### config.mk
export PLATFORM = sky130hd
export DESIGN_NAME = mux_sel_scanner_flat
export DESIGN_NICKNAME = d
export VERILOG_FILES = /design/src/rtl/mux_sel_scanner_if.sv /design/src/rtl/mux_sel_scanner.sv /design/src/flat_wrapper.sv
export SDC_FILE = /design/constraint.sdc
export NUM_CORES = 1
export LEC_CHECK = 0
export ABC_AREA = 0
export CORE_ASPECT_RATIO = 0.7
export CORE_MARGIN = 3
export CORE_UTILIZATION = 45
export CTS_BUF_LIST = sky130_fd_sc_hd__clkbuf_4 sky130_fd_sc_hd__clkbuf_8 sky130_fd_sc_hd__clkbuf_16
export CTS_CLUSTER_SIZE = 40
export DETAILED_ROUTE_END_ITERATION = 8
export PLACE_DENSITY = 0.8
export RECOVER_POWER = 50
export SYNTH_ARGS = -nofsm -noshare
export SYNTH_HDL_FRONTEND = slang
export SYNTH_SLANG_ARGS = --single-unit
### constraint.sdc
create_clock -name clk -period 2.5 [get_ports clk]
set_clock_uncertainty 0.15 [all_clocks]
set_input_delay 0.375 -clock clk [delete_from_list [all_inputs] [get_ports clk]]
set_output_delay 0.375 -clock clk [all_outputs]
set_load 0.01 [all_outputs]
### src/rtl/mux_sel_scanner_if.sv
// Bus between the channel-mux scan sequencer and its environment: scan control,
// the mux select/output pair and the per-frame snapshot.
interface mux_sel_scanner_if #(
  parameter int DWELL_W = 8,
  parameter int CNT_W   = 8
);
  logic               start;
  logic               stop;
  logic               continuous;
  logic [3:0]         chan_mask;
  logic [DWELL_W-1:0] dwell;
  logic               mux_y;
  logic [1:0]         sel;
  logic               busy;
  logic [3:0]         samples;
  logic               frame_valid;
  logic [CNT_W-1:0]   frame_cnt;

  modport master (
    input  start, stop, continuous, chan_mask, dwell, mux_y,
    output sel, busy, samples, frame_valid, frame_cnt
  );

  modport slave (
    output start, stop, continuous, chan_mask, dwell, mux_y,
    input  sel, busy, samples, frame_valid, frame_cnt
  );
endinterface

### src/rtl/mux_sel_scanner.sv
// Sequencer stepping a 4-to-1 mux through enabled channels and snapshotting mux_y per frame.
// Optional macro SCAN_MAJORITY_EN: per-channel bit is the majority of the last 3 dwell samples.
module mux_sel_scanner #(
  parameter int SETTLE  = 2,
  parameter int DWELL_W = 8,
  parameter int CNT_W   = 8
) (
  input  logic                 clk,
  input  logic                 rst_n,
  mux_sel_scanner_if.master    bus
);
  typedef enum logic [1:0] {
    S_IDLE   = 2'd0,
    S_SETTLE = 2'd1,
    S_DWELL  = 2'd2
  } state_t;

  // Phase counter must hold both SETTLE-1 (up to 14) and dwell_q-1.
  localparam int CW = (DWELL_W > 4) ? DWELL_W : 4;

  // {found, index} of the lowest enabled channel whose index is >= lo.
  function automatic logic [2:0] next_chan(input logic [3:0] mask, input int lo);
    logic [2:0] r;
    r = 3'b000;
    for (int k = 3; k >= 0; k--) begin
      if (mask[k] && (k >= lo)) r = {1'b1, 2'(k)};
    end
    return r;
  endfunction

  function automatic logic [DWELL_W-1:0] eff_dwell(input logic [DWELL_W-1:0] d);
`ifdef SCAN_MAJORITY_EN
    return (d < DWELL_W'(3)) ? DWELL_W'(3) : d;
`else
    return (d == '0) ? DWELL_W'(1) : d;
`endif
  endfunction

  function automatic logic maj3(input logic a, input logic b, input logic c);
    return (a & b) | (a & c) | (b & c);
  endfunction

  state_t             state, state_n;
  logic [CW-1:0]      cnt, cnt_n;
  logic [1:0]         sel_q, sel_n;
  logic [3:0]         mask_q;
  logic [DWELL_W-1:0] dwell_q;
  logic [3:0]         shadow, shadow_upd;
  logic [3:0]         samples_q;
  logic               busy_q;
  logic               fv_q;
  logic [CNT_W-1:0]   frame_cnt_q;
  logic               load, sample, commit;
  logic               cur_bit;
  logic [2:0]         nxt, first;
`ifdef SCAN_MAJORITY_EN
  logic [1:0]         hist;
`endif

  // State register.
  always_ff @(posedge clk or negedge rst_n) begin
    if (!rst_n) state <= S_IDLE;
    else        state <= state_n;
  end

  // Next-state, phase counter and datapath strobes.
  always_comb begin
    state_n = state;
    cnt_n   = cnt;
    sel_n   = sel_q;
    load    = 1'b0;
    sample  = 1'b0;
    commit  = 1'b0;
`ifdef SCAN_MAJORITY_EN
    cur_bit = maj3(hist[1], hist[0], bus.mux_y);
`else
    cur_bit = bus.mux_y;
`endif
    shadow_upd        = shadow;
    shadow_upd[sel_q] = cur_bit;
    nxt   = next_chan(mask_q, int'(sel_q) + 1);
    first = next_chan(bus.chan_mask, 0);
    case (state)
      S_IDLE: begin
        if (bus.start && !bus.stop && first[2]) begin
          load    = 1'b1;
          sel_n   = first[1:0];
          cnt_n   = CW'(SETTLE - 1);
          state_n = S_SETTLE;
        end else begin
          state_n = S_IDLE;
        end
      end
      S_SETTLE: begin
        if (bus.stop) begin
          state_n = S_IDLE;
        end else if (cnt == '0) begin
          cnt_n   = CW'(dwell_q) - CW'(1);
          state_n = S_DWELL;
        end else begin
          cnt_n = cnt - CW'(1);
        end
      end
      S_DWELL: begin
        if (bus.stop) begin
          state_n = S_IDLE;
        end else if (cnt != '0) begin
          cnt_n = cnt - CW'(1);
        end else begin
          sample = 1'b1;
          if (nxt[2]) begin
            sel_n   = nxt[1:0];
            cnt_n   = CW'(SETTLE - 1);
            state_n = S_SETTLE;
          end else begin
            commit = 1'b1;
            // Continuous rescans re-latch mask/dwell; a zero mask parks in IDLE.
            if (bus.continuous && first[2]) begin
              load    = 1'b1;
              sel_n   = first[1:0];
              cnt_n   = CW'(SETTLE - 1);
              state_n = S_SETTLE;
            end else begin
              state_n = S_IDLE;
            end
          end
        end
      end
      default: begin
        state_n = S_IDLE;
      end
    endcase
  end

  // Datapath and registered outputs.
  always_ff @(posedge clk or negedge rst_n) begin
    if (!rst_n) begin
      cnt         <= '0;
      sel_q       <= 2'd0;
      mask_q      <= 4'd0;
      dwell_q     <= '0;
      shadow      <= 4'd0;
      samples_q   <= 4'd0;
      busy_q      <= 1'b0;
      fv_q        <= 1'b0;
      frame_cnt_q <= '0;
    end else begin
      cnt    <= cnt_n;
      sel_q  <= sel_n;
      busy_q <= (state_n != S_IDLE);
      fv_q   <= commit;
      if (commit) begin
        samples_q   <= shadow_upd;
        frame_cnt_q <= frame_cnt_q + CNT_W'(1);
      end
      if (load) begin
        mask_q  <= bus.chan_mask;
        dwell_q <= eff_dwell(bus.dwell);
        shadow  <= 4'd0;
      end else if (sample) begin
        shadow <= shadow_upd;
      end
    end
  end

`ifdef SCAN_MAJORITY_EN
  // History of mux_y over the dwell cycles preceding the current one.
  always_ff @(posedge clk or negedge rst_n) begin
    if (!rst_n)                 hist <= 2'b00;
    else if (state == S_DWELL)  hist <= {hist[0], bus.mux_y};
  end
`endif

  assign bus.sel         = sel_q;
  assign bus.busy        = busy_q;
  assign bus.samples     = samples_q;
  assign bus.frame_valid = fv_q;
  assign bus.frame_cnt   = frame_cnt_q;
endmodule
### src/flat_wrapper.sv
// flat-port wrapper written by rule: the top's interface ports become plain ports
module mux_sel_scanner_flat 
#(
  parameter int SETTLE  = 2,
  parameter int DWELL_W = 8,
  parameter int CNT_W   = 8
)
  (clk, rst_n, bus_start, bus_stop, bus_continuous, bus_chan_mask, bus_dwell, bus_mux_y, bus_sel, bus_busy, bus_samples, bus_frame_valid, bus_frame_cnt);
  mux_sel_scanner_if #(.DWELL_W(DWELL_W), .CNT_W(CNT_W)) bus_i ();
  input  logic clk;
  input  logic rst_n;
  input wire logic [$bits(bus_i.start)-1:0] bus_start;
  input wire logic [$bits(bus_i.stop)-1:0] bus_stop;
  input wire logic [$bits(bus_i.continuous)-1:0] bus_continuous;
  input wire logic [$bits(bus_i.chan_mask)-1:0] bus_chan_mask;
  input wire logic [$bits(bus_i.dwell)-1:0] bus_dwell;
  input wire logic [$bits(bus_i.mux_y)-1:0] bus_mux_y;
  output wire logic [$bits(bus_i.sel)-1:0] bus_sel;
  output wire logic [$bits(bus_i.busy)-1:0] bus_busy;
  output wire logic [$bits(bus_i.samples)-1:0] bus_samples;
  output wire logic [$bits(bus_i.frame_valid)-1:0] bus_frame_valid;
  output wire logic [$bits(bus_i.frame_cnt)-1:0] bus_frame_cnt;
  assign bus_i.start = bus_start;
  assign bus_i.stop = bus_stop;
  assign bus_i.continuous = bus_continuous;
  assign bus_i.chan_mask = bus_chan_mask;
  assign bus_i.dwell = bus_dwell;
  assign bus_i.mux_y = bus_mux_y;
  assign bus_sel = bus_i.sel;
  assign bus_busy = bus_i.busy;
  assign bus_samples = bus_i.samples;
  assign bus_frame_valid = bus_i.frame_valid;
  assign bus_frame_cnt = bus_i.frame_cnt;
  mux_sel_scanner #(.SETTLE(SETTLE), .DWELL_W(DWELL_W), .CNT_W(CNT_W)) u_core (.clk(clk), .rst_n(rst_n), .bus(bus_i));
endmodule
==> results of run 1 <==
-- report_power, final --
part | internal [mW] | switching, mW | leakage, nW
sequential | 0.731 | 0.0696 | 0.539
clock | 0.204 | 0.229 | 0.0484
combinational | 0.298 | 0.345 | 0.779
total | 1.23 | 0.643 | 1.37
-- state kept, by name (all words and copies together) (netlist names) --
signal / count
u_core.bus.frame_cnt: 8
u_core.cnt: 8
u_core.dwell_q: 8
u_core.bus.samples: 4
u_core.shadow: 4
u_core.mask_q: 3
u_core.bus.sel: 2
u_core.state: 2
u_core.bus.busy: 1
u_core.bus.frame_valid: 1
-- cells by family after synthesis --
logic type	count (synthesis)	share of synthesized area
DFF	41	0.423
buffers and inverters	22	0.0417
xor gates and xnor gates	12	0.0433
muxes	17	0.0747
AOI/OAI and AO/OA	57	0.156
adders and majority gates	7	0.0361
and+or+nand+nor	96	0.226
-- path summary, 6_finish.rpt --
path | from | to | slack, ns
max in group asynchronous | rst_n | u_core.dwell_q[1] | 1.49
worst min register to register | u_core.bus.frame_cnt[7] | u_core.bus.frame_cnt[7] | 0.31
worst max-delay path | u_core.cnt[1] | u_core.dwell_q[5] | 0.15
worst max register to register | u_core.cnt[1] | u_core.dwell_q[5] | 0.15
min in group clk | u_core.bus.frame_cnt[7] | u_core.bus.frame_cnt[7] | 0.31
worst min-delay path | rst_n | u_core.bus.samples[1] | 0.09
-- per-layer routing --
| metal | part of all wire | up-vias |
|---|---|---|
| li1 | - | 1007 |
| met1 | 0.47 | 971 |
| met2 | 0.41 | 123 |
| met3 | 0.096 | 25 |
| met4 | 0.029 | 0 |
| met5 | 0 | - |
-- layout by cell type (no fill, tap or decap), types with 4 or more instances in the layout --
| master | netlist | layout |
|---|---|---|
| nor2_1 | 25 | 25 |
| nand2b_1 | 4 | 4 |
| ha_1 | 7 | 7 |
| dfrtp_1 | 41 | 41 |
| xnor2_1 | 8 | 8 |
| o21ai_0 | 16 | 16 |
| dlygate4sd3_1 | 0 | 8 |
| clkdlybuf4s50_1 | 0 | 24 |
| mux2_2 | 9 | 9 |
| nand2_1 | 24 | 24 |
| nor3_1 | 4 | 4 |
| a21oi_1 | 15 | 15 |
| or4_1 | 5 | 5 |
| inv_1 | 12 | 12 |
| clkbuf_8 | 0 | 5 |
| nand3_1 | 9 | 8 |
| o2bb2ai_1 | 4 | 4 |
| mux2i_1 | 8 | 8 |
| xor2_1 | 4 | 4 |
| buf_4 | 0 | 17 |
-- critical path: stages (launching register included) --
cell	delay [ns]
dfrtp_1	0.41
inv_1	0.08
ha_1	0.19
nor4b_4	0.36
nand4b_4	0.16
o41ai_2	0.33
buf_12	0.20
mux2_2	0.34
-- metrics by stage --
stage | hold WS, ns | worst slack, ns | cells | cell area [µm²]
final | 0.0877 | 0.154 | 371 | 3030
after floorplan | -0.0706 | 0.265 | 252 | 2430
after global routing | 0.182 | 0.0172 | 371 | 3030
after CTS | 0.0880 | 0.111 | 371 | 3020
after global placement | 0.308 | 0.0585 | 363 | 2940
after detailed placement | 0.311 | 0.0205 | 363 | 2940
-- what timing repair did --
action	4_1_cts	5_1_grt
gates resized for setup	0	2
endpoints found under the setup margin	0	9
endpoints found under the hold margin	0	0
-- area by class of cell --
cell class / count / share of cell area
Clock buffer: 6 / 0.0252
Inverter: 13 / 0.0169
Clock inverter: 2 / 0.00330
Sequential cell: 41 / 0.338
Timing Repair Buffer: 51 / 0.156
Multi-Input combinational cell: 189 / 0.432
Tap cell: 69 / 0.0285
==> impl_metrics.csv, run 1 <==
group,metric,value,unit
setup_path,critical_path_class,"flip-flop to flip-flop",
global_route,met2_usage,0.283,
clocking,cts_root_buffer,"clkbuf_8",
final_layout,post-route-util,0.608,
global_route,antenna_found_initial,0,
detailed_routing,vias,2126,
detailed_routing,wire_per_inst,15.7,µm
clocking,clk_pin_slew,0.08,ns
min_path,hp-class,"primary input to async pin",
detailed_routing,vias_per_cell,5.73,
floorplan,dieWidth,93.8,µm
timing,timing.fmax,426,MHz
power_and_ir_drop,finalPower,1.88,mW
floorplan,io_pins,34,
global_route,use_met3,0.0523,
timing,hold_viol,0,
floorplan,core,0.00499,mm²
timing,setup_tns,0,ns
setup_path,cp_max_fo,19,
timing,period_needed,2.35,ns
power_and_ir_drop,p_leak,1.37,nW
placed_design,portBuffers,33,
timing,rsz0062_at_grt,"false",
logic_synthesis,yosysMostFrequentCell,"dfrtp_1",
final_layout,final_nets,326,
setup_path,reg2regPathDepth,7,
floorplan,start_util,0.486,
detailed_routing,drtIter0Drc,193,
clocking,cts_max_level,2,
detailed_routing,drc,0,
global_route,grt_overflow,0,
job,maxCapViolCount,0,
setup_path,cp.required,2.53,ns
clocking,cts_buffers,5,
global_route,grt_pass1_vias,1974,
logic_synthesis,syn-cell-area,0.00243,mm²
logic_synthesis,avgSynthCellArea,9.63,µm²
global_route,grtUsageMet1,0.287,
detailed_routing,first_pass_iters,5,
floorplan,die_h,67.4,µm
detailed_routing,final_antenna_net_count,0,
logic_synthesis,yosysTopAreaCell,"dfrtp_1",
global_route,grt_max_degree,42,
final_layout,fillCellCount,425,
logic_synthesis,synth_edf_count,0,
logic_synthesis,synth.yosys.warnings,0,
final_layout,multi_input_area,0.00131,mm²
final_layout,antenna_cells,0,
timing,drv_slew,0,
placed_design,dp_hpwl,4310,µm
timing,tightest_slew,1.01,ns
logic_synthesis,synth_flop_cell,"dfrtp_1",
clocking,clock-sinks,41,
power_and_ir_drop,vdd_drop_max,0.327,mV
logic_synthesis,synth_cell_types,53,
detailed_routing,finalWirelength,5810,µm
logic_synthesis,async_reset_ff_frac,1.00,
clocking,postCtsSetupBuffers,0,
logic_synthesis,syn_nets,277,
clocking,tritoncts,"built",
global_route,busiest_layer,"met1",
setup_path,critPathCaptureType,"flip-flop",
logic_synthesis,ys_seq_area_frac,0.423,
timing,relSlewSlack,0.326,
logic_synthesis,ys_top_cells_by_count,"41 x dfrtp_1, 25 x nor2_1, 24 x nand2_1",
logic_synthesis,synthTopCellsByArea,"dfrtp_1 42%, mux2_2 4.2%, nor2_1 3.9%, nand2_1 3.7%, ha_1 3.6%",
clocking,worstSkewPairLatency,0.30,ns
logic_synthesis,synthCells,252,
logic_synthesis,ys_ff_latch,41,
global_route,grt_use_total,0.199,
timing,post-route-period-util,0.938,
timing,finalSetupViolations,0,
placed_design,globalplace.congestion,1.01,
final_layout,layout-drive-gt1-share,0.169,
global_route,grt_first_pass_wirelength,9600,µm
setup_path,crit_arrival,2.38,ns
floorplan,row_count,21,
final_layout,area_delta_synth_final,24.9,%
clocking,cts_hold_buf,0,
floorplan,die_area,0.00632,mm²
logic_synthesis,yosys.area.top_type_share,0.423,
power_and_ir_drop,powerDensity,619,mW/mm²
final_layout,area.sequential,0.00103,mm²
clocking,clockBufferDepth,2,
status,status,"finished clean",
setup_path,cp-start-kind,"flip-flop",
Power figures use the tool's default switching activity.
==> inputs of run 2 (changes only) <==
Settings changed: PLACE_DENSITY 0.8 to 0.82.
Clock period 2.5 ns to 2.15 ns, I/O delays scaled along.
==> impl_metrics.csv, run 2 (synthesis results as in run 1) <==
group,metric,value,unit
final_layout,fillCellCount,399,
placed_design,portBuffers,33,
setup_path,cp-start-kind,"flip-flop",
floorplan,row_count,21,
final_layout,final_nets,347,
timing,hold_viol,0,
timing,post-route-period-util,1.00,
final_layout,final_common_cell,"dfrtp_1",
detailed_routing,drc,0,
timing,timing.fmax,463,MHz
detailed_routing,vias,2228,
floorplan,dieWidth,93.8,µm
timing,hold_slack,0.321,ns
floorplan,die_h,67.4,µm
clocking,cts_buffers,5,
final_layout,antenna_cells,0,
timing,finalSetupViolations,2,
timing,relSlewSlack,0.310,
clocking,worstSkewPairLatency,0.30,ns
clocking,cts_root_buffer,"clkbuf_8",
global_route,grt_pass1_vias,2084,
setup_path,critPathCaptureType,"flip-flop",
global_route,grt_max_degree,42,
floorplan,io_pins,34,
final_layout,mostFrequentLayoutCells,"41 x dfrtp_1, 34 x buf_4, 32 x clkdlybuf4s50_1, 24 x nor2_1, 23 x nand2_1",
final_layout,multi_input_area,0.00145,mm²
floorplan,die_area,0.00632,mm²
setup_path,cp.required,2.18,ns
min_path,hp-class,"flip-flop to flip-flop",
detailed_routing,drtIter0Drc,192,
timing,tightest_slew,1.03,ns
global_route,grt_use_total,0.203,
final_layout,finalNonFillerCells,392,
placed_design,dp_hpwl,4560,µm
placed_design,dp_cells,377,
setup_path,reg2regPathDepth,8,
clocking,tritoncts,"built",
setup_path,ff2ff_setup_slack,-0.008,ns
timing,setup_ws,-0.00756,ns
clocking,clk_pin_slew,0.08,ns
clocking,cts_max_level,2,
global_route,grt_overflow,0,
final_layout,layout-drive-gt1-share,0.272,
timing,period_needed,2.16,ns
setup_path,cpPeakStageDelay,0.39,ns
floorplan,start_util,0.486,
clocking,clockBufferDepth,2,
placed_design,globalplace.congestion,1.01,
setup_path,crit_path_end,"u_core.cnt[6]",
global_route,grt_first_pass_wirelength,10100,µm
power_and_ir_drop,p_leak,1.49,nW
final_layout,area_delta_synth_final,38.9,%
timing,rsz0062_at_grt,"true",
status,violations,"negative setup slack",
setup_path,crit_arrival,2.19,ns
setup_path,cp_max_fo,5,
job,maxCapViolCount,0,
global_route,antenna_found_initial,0,
status,status,"finished with violations",
detailed_routing,finalWirelength,6330,µm
floorplan,core,0.00499,mm²
setup_path,critical_path_class,"flip-flop to flip-flop",
setup_path,slowest_stage,"dfrtp_1",
setup_path,timing.rr.end,"u_core.cnt[6]",
detailed_routing,vias_per_cell,5.68,
clocking,clock-sinks,41,
final_layout,area.sequential,0.00103,mm²
setup_path,crit_chain,"inv_2 > ha_4 > nor4b_4 > buf_4 > nand3_4 > nand4b_1 > and2_4 > mux2_2",
power_and_ir_drop,powerDensity,738,mW/mm²
timing,drv_slew,0,
setup_path,cp-startpoint,"u_core.cnt[1]",
detailed_routing,final_antenna_net_count,0,
power_and_ir_drop,vdd_drop_max,0.354,mV
detailed_routing,first_pass_iters,4,
detailed_routing,wire_per_inst,16.1,µm
setup_path,r2r_start,"u_core.cnt[1]",
[run 2: how the worst min path moves through the flow]
stage	start	slack [ns]	depth (start not counted)	endpoint
after floorplan	rst_n	-0.12	0	u_core.bus.busy
after global placement	rst_n	0.27	2	u_core.cnt[3]
after detailed placement	rst_n	0.27	2	u_core.cnt[4]
after CTS	u_core.bus.frame_cnt[7]	0.33	1	u_core.bus.frame_cnt[7]
after global routing	u_core.bus.frame_cnt[7]	0.34	1	u_core.bus.frame_cnt[7]
final	u_core.bus.frame_cnt[7]	0.32	1	u_core.bus.frame_cnt[7]
[run 2: through the flow]
step | power (mW) | TNS, ns | setup WS (ns) | area, µm² | utilization
floorplan | 1.38 | -0.334 | -0.0396 | 2430 | -
global placement | 1.68 | -5.23 | -0.273 | 3040 | 0.610
detailed placement | 1.70 | -6.70 | -0.310 | 3040 | 0.610
CTS | 2.38 | -0.0942 | -0.0177 | 3230 | 0.647
global route | 2.61 | -0.647 | -0.0819 | 3370 | 0.675
finish | 2.49 | -0.00961 | -0.00756 | 3370 | 0.675
[run 2: critical path, delay by kind of cell (launching register included)]
family	cells	cell delay [ns]
flops	1	0.39
mux	1	0.26
fa+ha+maj	1	0.14
buf+inv	2	0.28
simple gates	4	0.82
[run 2: final cells by class]
| cell class | instances | area share |
|---|---|---|
| Sequential cell | 41 | 0.304 |
| Tap cell | 69 | 0.0256 |
| Clock inverter | 2 | 0.0111 |
| Inverter | 13 | 0.0152 |
| Multi-Input combinational cell | 189 | 0.430 |
| Timing Repair Buffer | 72 | 0.189 |
| Clock buffer | 6 | 0.0245 |
[run 2: report_power, final]
group / internal (mW) / switching (mW) / leakage, nW
Sequential: 0.850 / 0.0888 / 0.539
Clock: 0.378 / 0.278 / 0.0574
Combinational: 0.446 / 0.446 / 0.893
[run 2: repair_timing]
| item | CTS | global route |
|---|---|---|
| cloned | 0 | 0 |
| hold buffers | 1 | 0 |
| pin swaps | 2 | 6 |
| hold endpoints to repair | 41 | 0 |
| setup buffers | 2 | 4 |
| resized for setup | 8 | 31 |
| endpoints found under the setup margin | 26 | 28 |
[run 2: layer usage]
layer	up-vias	part of all wire	track usage
met3	8	0.066	0.0468
met4	0	0.0092	0.0414
met1	1075	0.46	0.302
met5	-	0	0
met2	96	0.46	0.303
li1	1049	-	-
==> inputs of run 3 (changes only) <==
Settings changed: PLACE_DENSITY 0.82 to 0.71.
==> impl_metrics.csv, run 3 (synthesis results as in run 1) <==
group,metric,value,unit
min_path,holdPathStages,1,
global_route,grt_use_total,0.201,
power_and_ir_drop,pwr-share-comb,0.393,
setup_path,critical_path_class,"flip-flop to flip-flop",
power_and_ir_drop,p_sw_frac,0.343,
power_and_ir_drop,powerDensity,686,mW/mm²
power_and_ir_drop,p_leak,1.53,nW
power_and_ir_drop,seqPwrFrac,0.396,
floorplan,die_h,67.4,µm
detailed_routing,drtIter0Drc,171,
power_and_ir_drop,p_int,1.54,mW
clocking,cts_buffers,5,
detailed_routing,vias,2160,
min_path,hp-class,"flip-flop to flip-flop",
global_route,grt_first_pass_wirelength,9920,µm
floorplan,start_util,0.486,
timing,timing.fmax,465,MHz
global_route,grt_max_degree,22,
global_route,antenna_found_initial,0,
placed_design,dp_hpwl,4400,µm
detailed_routing,vias_per_cell,5.39,
setup_path,cp_max_fo,5,
global_route,grt_pass1_vias,2027,
detailed_routing,wire_per_inst,14.8,µm
final_layout,area_delta_synth_final,41.0,%
setup_path,cp.required,2.17,ns
setup_path,crit_arrival,2.17,ns
floorplan,die_area,0.00632,mm²
clocking,clk_pin_slew,0.09,ns
global_route,grt_overflow,0,
final_layout,final_nets,356,
job,maxCapViolCount,0,
detailed_routing,first_pass_iters,5,
final_layout,mostFrequentLayoutCells,"41 x dfrtp_1, 39 x buf_4, 32 x clkdlybuf4s50_1, 22 x nor2_1, 22 x nand2_1",
clocking,clockBufferDepth,2,
power_and_ir_drop,vdd_drop_max,0.433,mV
floorplan,io_pins,34,
floorplan,dieWidth,93.8,µm
timing,period_needed,2.15,ns
floorplan,core,0.00499,mm²
clocking,clock-sinks,41,
final_layout,layout-drive-gt1-share,0.289,
placed_design,globalplace.congestion,0.930,
timing,finalSetupViolations,0,
clocking,cts_root_buffer,"clkbuf_8",
detailed_routing,final_antenna_net_count,0,
floorplan,row_count,21,
placed_design,portBuffers,33,
timing,hold_viol,0,
timing,setup_tns,0,ns
timing,post-route-period-util,1.00,
placed_design,pre_cts_slack,-0.342,ns
final_layout,final_common_cell,"dfrtp_1",
timing,setup_ws,0.000586,ns
final_layout,antenna_cells,0,
global_route,use_met3,0.0468,
clocking,worstSkewPairLatency,0.29,ns
timing,drv_slew,0,
power_and_ir_drop,clkPwrFrac,0.211,
setup_path,reg2regPathDepth,9,
status,status,"finished clean",
global_route,met2_usage,0.293,
global_route,busiest_layer,"met1",
detailed_routing,drc,0,
clocking,tritoncts,"built",
power_and_ir_drop,power_switching,0.806,mW
global_route,grtUsageMet1,0.309,
timing,rsz0062_at_grt,"true",
setup_path,critPathCaptureType,"flip-flop",
clocking,cts_max_level,2,
timing,relSlewSlack,0.207,
timing,tightest_slew,1.19,ns
detailed_routing,finalWirelength,5950,µm
setup_path,cp-start-kind,"flip-flop",
-- run 3: cell count changes in the layout (fill, tap and decap cells not counted), sizes merged --
cell / change
buf: +8
bufinv: -1
clkinv: +2
-- run 3: worst paths after layout --
path | startpoint | end | slack, ns
min reg2reg | u_core.bus.frame_cnt[7] | u_core.bus.frame_cnt[7] | 0.31
min | u_core.bus.frame_cnt[7] | u_core.bus.frame_cnt[7] | 0.31
min in group asynchronous | rst_n | u_core.cnt[2] | 0.63
max in group asynchronous | rst_n | u_core.bus.frame_cnt[1] | 0.21
max | u_core.cnt[0] | u_core.cnt[6] | 0.0006
max reg2reg | u_core.cnt[0] | u_core.cnt[6] | 0.0006
-- run 3: final cells by class --
class	count	area, µm²
fillers	419	1570
multi-input cells	189	1440
flip-flops and latches	41	1030
repair buffers	81	731
well taps	69	86.3
clock buffers	5	68.8
inverters	13	51.3
clock inverters	3	17.5
-- run 3: worst max-delay path, stage by stage (launching register included) --
cell and delay (ns):
dfrtp_1 0.40, inv_2 0.07, ha_4 0.14, nor4b_4 0.17
buf_4 0.18, buf_6 0.12, nand3_4 0.07, nand4b_1 0.23
and2_4 0.21, mux2_4 0.29
-- run 3: per-stage QoR --
| stage | instance area (µm²) | total power, mW | utilization | cells | hold slack (ns) |
|---|---|---|---|---|---|
| 2_1_floorplan | 2430 | 1.38 | - | 252 | -0.123 |
| 3_3_place_gp | 3110 | 1.72 | 0.624 | 383 | 0.174 |
| 3_5_place_dp | 3110 | 1.73 | 0.624 | 383 | 0.174 |
| 4_1_cts | 3360 | 2.31 | 0.673 | 399 | 0.320 |
| 5_1_grt | 3420 | 2.50 | 0.686 | 401 | 0.335 |
| 6_report | 3420 | 2.35 | 0.686 | 401 | 0.313 |
-- run 3: layer usage --
layer	part of all wire	up-vias
met4	0.0035	0
met1	0.50	1021
met2	0.43	66
li1	-	1071
met3	0.069	2
met5	0	-
-- run 3: power groups by stage --
stage | clock network, mW | logic [mW] | registers, mW
finish | 0.496 | 0.923 | 0.931
global route | 0.550 | 1.00 | 0.943
CTS | 0.512 | 0.872 | 0.926
detailed placement | 0 | 0.793 | 0.941
global placement | 0 | 0.787 | 0.937
floorplan | 0 | 0.444 | 0.939
-- run 3: timing repair --
action | CTS | global route
hold endpoints to repair | 20 | 0
hold buffers | 1 | 0
pin swaps | 8 | 5
gates resized for setup | 24 | 17
buffers inserted | 7 | 3
setup endpoints to repair | 28 | 38
gates cloned | 0 | 0
